File: src/rtl/speed_ramp_ctrl.sv
// Speed switch front-end for the PWM driver: sync + debounce of active-low switches,
// target decode, and one-level-per-step soft ramp with emergency stop.
module speed_ramp_ctrl #(
    parameter int DEBOUNCE_CYCLES = 1_000_000,
    parameter int STEP_CYCLES     = 25_000_000
) (
    input  logic       clk,
    input  logic       rst,
    input  logic [6:0] switch_raw,
    input  logic       estop,
    output logic [6:0] speed_switch,
    output logic [2:0] level,
    output logic       busy,
    output logic       level_step
);
    localparam int DW = $clog2(DEBOUNCE_CYCLES);
    localparam int SW = $clog2(STEP_CYCLES);
    localparam logic [DW-1:0] DEB_MAX  = DW'(DEBOUNCE_CYCLES - 1);
    localparam logic [SW-1:0] STEP_MAX = SW'(STEP_CYCLES - 1);

    typedef enum logic [1:0] {IDLE, RAMP_UP, RAMP_DOWN} state_t;

    state_t        state;
    logic [6:0]    sync1, sync2, candidate, stable;
    logic [DW-1:0] deb_cnt;
    logic [SW-1:0] step_cnt;
    logic [2:0]    target, nxt_level;

    function automatic logic [6:0] encode(input logic [2:0] l);
        encode = (l == 3'd0) ? 7'h7F : ~(7'd1 << (l - 3'd1));
    endfunction

    always_ff @(posedge clk or posedge rst) begin
        if (rst) begin
            sync1     <= 7'h7F;
            sync2     <= 7'h7F;
            candidate <= 7'h7F;
            stable    <= 7'h7F;
            deb_cnt   <= '0;
        end else begin
            sync1 <= switch_raw;
            sync2 <= sync1;
            if (sync2 != candidate) begin
                candidate <= sync2;
                deb_cnt   <= '0;
            end else begin
                if (deb_cnt != DEB_MAX) deb_cnt <= deb_cnt + 1'b1;
                else                    stable  <= candidate;
            end
        end
    end

    // Highest pressed switch wins.
    always_comb begin
        target = 3'd0;
        for (int i = 0; i < 7; i++)
            if (!stable[i]) target = 3'(i + 1);
    end

    // Direction comes from the state; the FSM guarantees no wrap past 0 or 7.
    assign nxt_level = (state == RAMP_UP) ? level + 3'd1 : level - 3'd1;
    assign busy      = (state != IDLE);

    always_ff @(posedge clk or posedge rst) begin
        if (rst) begin
            state        <= IDLE;
            step_cnt     <= '0;
            level        <= 3'd0;
            speed_switch <= 7'h7F;
            level_step   <= 1'b0;
        end else begin
            level_step <= 1'b0;
            if (estop) begin
                state        <= IDLE;
                step_cnt     <= '0;
                level        <= 3'd0;
                speed_switch <= 7'h7F;
                level_step   <= (level != 3'd0);
            end else begin
                case (state)
                    IDLE: begin
                        step_cnt <= '0;
                        if (target > level)      state <= RAMP_UP;
                        else if (target < level) state <= RAMP_DOWN;
                    end
                    RAMP_UP, RAMP_DOWN: begin
                        if (target == level) begin
                            state <= IDLE;
                        end else if ((state == RAMP_UP) != (target > level)) begin
                            state    <= (target > level) ? RAMP_UP : RAMP_DOWN;
                            step_cnt <= '0;
                        end else if (step_cnt == STEP_MAX) begin
                            step_cnt     <= '0;
                            level        <= nxt_level;
                            speed_switch <= encode(nxt_level);
                            level_step   <= 1'b1;
                        end else begin
                            step_cnt <= step_cnt + 1'b1;
                        end
                    end
                    default: state <= IDLE;
                endcase
            end
        end
    end
endmodule

File: config.mk
export PLATFORM = sky130hd
export DESIGN_NAME = speed_ramp_ctrl
export DESIGN_NICKNAME = d
export VERILOG_FILES = /design/src/rtl/speed_ramp_ctrl.sv
export SDC_FILE = /design/constraint.sdc
export NUM_CORES = 1
export LEC_CHECK = 0
export CORE_MARGIN = 2
export CORE_UTILIZATION = 30
export CTS_CLUSTER_DIAMETER = 30
export DETAILED_ROUTE_END_ITERATION = 10
export PLACE_DENSITY_LB_ADDON = 0.15
export SYNTH_ARGS = -nofsm -noshare
export SYNTH_HDL_FRONTEND = slang
export SYNTH_SLANG_ARGS = --single-unit
File: constraint.sdc
create_clock -name clk -period 2.9 [get_ports clk]
set_input_delay 0.435 -clock clk [delete_from_list [all_inputs] [get_ports clk]]
set_output_delay 0.435 -clock clk [all_outputs]
set_load 0.01 [all_outputs]
### Yosys cells after proc, flatten, opt, wreduce, memory -nomap -nowiden

Cells that the tools add are included.

| storage, ports and cells | value |
|---|---|
| bits in registers | 86 |
| bits of input ports | 10 |
| output and inout bits | 12 |
| word-level logic and storage cells | 84 |

| cells by class | value |
|---|---|
| add/subtract/negate cells | 5 |
| $lt $le $gt $ge | 2 |
| eq/ne operators | 12 |
| shifts and indexed selects | 1 |
| muxes and demuxes | 38 |
| bitwise gates (word level) | 3 |
| reduce and logical (&&, ||, !) cells | 13 |

Operators by type and width:

| cell | number |
|---|---|
| $mux 25 | 4 |
| $pmux 25 s2 | 1 |
| $mux 7 | 6 |
| $mux 20 | 2 |
| $mux 3 | 12 |
| $add 25x1->25 const B | 1 |
| $eq 25x25->1 const B | 1 |
| $add 20x1->20 const B | 1 |
| $ne 20x20->1 const B | 1 |
| $mux 2 | 6 |
| $ne 4x4->1 const B | 2 |
| $reduce_bool 2->1 | 4 |
| $ne 7x7->1 | 1 |
| $not 7->7 | 1 |
| $shl 1x3->7 const A | 1 |
| $mux 1 | 6 |
| $reduce_and 2->1 | 3 |
| $reduce_bool 3->1 | 2 |
| $sub 3x1->3 const B | 2 |
| $ne 2x2->1 const B | 2 |
| $pmux 2 s2 | 1 |
| $reduce_and 4->1 | 1 |
| $add 3x1->3 const B | 1 |
| $eq 3x3->1 | 1 |
| 10 further kinds | 11 |

### Longest topological paths before layout

| logic depth | value |
|---|---|
| word-level depth | 13 |
| mapped depth | 13 |
| mapped depth without buffers | 11 |

### Least setup slack after synthesis

No wires, ideal clock.

| timing | value |
|---|---|
| kind | reg2reg |
| start point | register stable[1] |
| end point | register step_cnt[10] |
| setup time | 0.096 ns |
| data arrival time | 2.512 ns |
| required time | 2.804 ns |
| setup slack | 0.293 ns |
| cell stages (with the launch flop) | 13 |
| path buffers | 1 |
| period minus slack after synthesis | 2.607 ns |
| cell sequence | dfstp_2 -> inv_1 -> o21ai_0 -> nand2_1 -> nand2_1 -> a21boi_0 -> ha_1 -> and3_1 -> a21oi_1 -> xnor2_1 -> buf_1 -> nand3_1 -> o31ai_1 |

| on the way | value |
|---|---|
| longest elaborated chain between the ends | 12 |
| elaborated cells between the ends (all ways) | 15 |
| those cells by class | order compare (1); eq/ne (3); mux (10); reduce/logical (1) |

Ends and longest elaborated chain:

| element | RTL line | source |
|---|---|---|
| start: declaration | 24 | `logic [6:0] sync1, sync2, candidate, stable;` |
| start signal: assignment | 48 | `else stable <= candidate;` |
| $mux 3 * (6 in series) | 57 | `if (!stable[i]) target = 3'(i + 1);` |
| $gt 3x3->1 | 89 | `end else if ((state == RAMP_UP) != (target > level)) begin` |
| $ne 1x1->1 | 89 |  |
| $mux 25 | 89 |  |
| $mux 25 | 87 | `if (target == level) begin` |
| $pmux 25 s2 | 80 | `case (state)` |
| $mux 25 | 73 | `if (estop) begin` |
| end signal: assignment | 98 | `step_cnt <= step_cnt + 1'b1;` |
| end: declaration | 26 | `logic [SW-1:0] step_cnt;` |

Mark *: on every way between the ends. The rest lies on a longest branch, timed or not. The select of a mux whose other input is x is not followed.
A chain may end at the register's enable or synchronous reset.

### Worst setup path after layout

| timing | value |
|---|---|
| start point | register stable[1] |
| end point | register step_cnt[13] |

Same word-level chain as after synthesis.

==> summary.md <==
| Metric | Value |
|---|---|
| DR WL/cell | `13.9 µm` |
| Clock network fraction of design power | `0.446` |
| Share of layout cells above drive strength 1 | `0.187` |
| Routed Antenna Nets | `0` |
| Final WL | `8.89 mm` |
| Worst slack, placed | `0.274 ns` |
| IO Pins | `22` |
| CP Class | `register to register` |
| Core Area | `14400 µm²` |
| Post-Syn Area | `4400 µm²` |
| Vias in the first global route | `3181` |
| Via count | `3075` |
| Max cap viols | `0` |
| Clk_skew | `0.00856 ns` |
| Slew Limit Fails | `0` |
| Num CTS Buffers | `9` |
| DR DRC count | `0` |
| Status | `finished clean` |
| Register area share after synthesis | `0.499` |
| Async set or reset register ratio after synthesis | `1.00` |
| Buffers on Ports | `21` |
| Largest cells by area after synthesis | `dfrtp_1 29%, dfstp_2 21%, xor2_1 4.6%` |
| CP Data Arrival Time | `2.82 ns` |
| Pin count of the biggest net entering global routing | `34` |
| FF+latch area | `2200 µm²` |
| Setup TNS | `0 ns` |
| Setup ws final | `0.291 ns` |
| FMAX | `0.383 GHz` |
| Leakage | `1.97 nW` |
| Logic pwr share | `0.072` |
| Clk root buf | `clkbuf_16` |
| Biggest area consumer among synthesized cells | `dfrtp_1` |
| Grt ovf | `0` |
| Hold/Removal Path Class | `register to register` |
| Post-Synthesis Cells | `424` |
| Int Pwr | `1.95 mW` |
| Count leader, synth | `dfrtp_1` |
| Post-DP HPWL | `6.39 mm` |
| Critical path endpoint category | `register` |
| Clk sinks | `86` |
| Hold Fails Final Rpt | `0` |
| Layout Nets | `475` |
| Max IR drop VDD | `0.000259 V` |
| Post-CTS setup buffers | `0` |
| Most used DFF post-synth | `dfrtp_1` |
| H-tree levels | `3` |
| Setup crit start kind | `register` |
| Final setup vio count | `0` |
| Library cells used by synthesis | `56` |
| Minimum hold slack | `0.356 ns` |
| Synth Area per Inst | `10.4 µm²` |
| Req. time, crit path | `3.11 ns` |
| Mapped Nets | `449` |
| Initial antenna violation count | `0` |
| Post-synth EDFFs | `0` |
| Final Util | `0.359` |
| Area growth, synth to finish | `17.7%` |
| Routability Congestion | `0.775` |
| Starting density of the core | `0.305` |
| Part of the cycle the worst path needs | `0.900` |
| RSZ-0062 raised after global routing | `false` |
| ANT cells | `0` |
| Clock transition at path regs | `0.07 ns` |
| Reg2reg setup slack | `0.29 ns` |
| Sequential Power Share | `0.482` |
| Switching share of power | `0.246` |
| Clock Tree Buf Depth | `2` |
| Die Y | `125 µm` |
| Iter 0 DRT Violations | `151` |
| Global-route wire length before repair | `15.9 mm` |
| Clk_lat worst skew | `0.35 ns` |
| Filler Cells Inserted | `1465` |
| Post-synth top cells | `51 x dfrtp_1, 45 x nor2_1, 35 x dfstp_2` |
| Vias per inst | `4.81` |
| Cell Rows | `44` |
| Pwr/cell area | `498 nW/µm²` |
| First-pass DRT Iterations | `4` |
| Die area | `15700 µm²` |
| Largest fanout on the critical path | `16` |
| GR Util All Layers | `0.125` |
| Die X | `125 µm` |
| Multi-input logic area | `2060 µm²` |
| YS warnings | `0` |
| Switching power | `634 µW` |
| Worst-Margin Slew | `0.570 ns` |
| CTS tree | `yes` |
| Worst relative slew slack | `0.620` |
| Total power | `2.58 mW` |
| Synth Register Bits | `86` |
| Period minus WS final | `2.61 ns` |
| Synth top area share | `0.290` |
-- worst paths after layout --
check / start / to / cells after the start
worst min register to register: sync1[0] / sync2[0] / 0
max in group asynchronous: rst / stable[0] / 3
worst max-delay path: stable[1] / step_cnt[13] / 12
worst min-delay path: sync1[0] / sync2[0] / 0
min in group asynchronous: rst / state[0] / 2
worst max register to register: stable[1] / step_cnt[13] / 12
-- power groups by stage --
| stage | registers [mW] | clock network (mW) | logic (mW) |
|---|---|---|---|
| 3_5_place_dp | 1.27 | 0 | 0.191 |
| 5_1_grt | 1.25 | 1.25 | 0.212 |
| 2_1_floorplan | 1.26 | 0 | 0.124 |
| 4_1_cts | 1.25 | 1.19 | 0.191 |
| 6_report | 1.24 | 1.15 | 0.186 |
| 3_3_place_gp | 1.26 | 0 | 0.191 |
-- area by class of cell --
| class | count | share of cell area |
|---|---|---|
| tap | 184 | 0.0444 |
| multi-input combinational | 302 | 0.397 |
| sequential | 86 | 0.424 |
| inverter | 17 | 0.0126 |
| clock buffer | 10 | 0.0483 |
| timing repair buffer | 34 | 0.0643 |
| clock inverter | 6 | 0.00942 |
-- flip-flops by register name, summed over array words and instances, names as in the netlist, 3 cells and up --
name          cells
speed_switch      7
step_cnt         25
deb_cnt          20
candidate         7
level             3
sync1             7
sync2             7
stable            7
-- worst max-delay path, cell delays in order, from the launching register on --
cell      delay (ns)
dfstp_2         0.54
inv_1           0.03
o21ai_0         0.16
nand2_1         0.07
nand2_1         0.06
a21boi_0        0.08
ha_1            0.28
and3_1          0.21
a21oi_1         0.20
xnor2_1         0.13
buf_4           0.19
a21oi_4         0.40
nor2_1          0.10
-- logic make-up after synthesis --
kind of cell / share of synthesized area
simple gates: 0.229
flops: 0.499
compound gates: 0.0634
xor+xnor: 0.0756
buf+inv: 0.0347
mux: 0.0543
fa+ha+maj: 0.0444
-- metrics by stage --
step,std cells,instance area [µm²]
5_1_grt,639,5180
4_1_cts,639,5170
6_report,639,5180
2_1_floorplan,424,4400
3_5_place_dp,623,4880
3_3_place_gp,623,4880
-- layout by cell type (no fill, tap or decap), types with 11 or more instances in the layout --
cell / count
inv_1: 16
nand3_1: 24
mux2i_1: 13
nand4_1: 20
nand2_1: 29
clkdlybuf4s50_1: 21
ha_1: 14
xor2_1: 23
nor2_1: 45
buf_4: 11
xnor2_1: 15
dfstp_2: 35
dfrtp_1: 51
or3_1: 12
-- repair_timing --
action | in CTS | in global routing
setup endpoints to repair | 0 | 1
resized for setup | 0 | 1
endpoints found under the hold margin | 0 | 0
hold buffers | 0 | 0
-- metal layers --
layer / share of wire / GRT usage
met5: 0 / 0
met4: 0.019 / 0.0497
met3: 0.031 / 0.0308
met2: 0.45 / 0.192
met1: 0.51 / 0.171
Power figures use the tool's default switching activity.
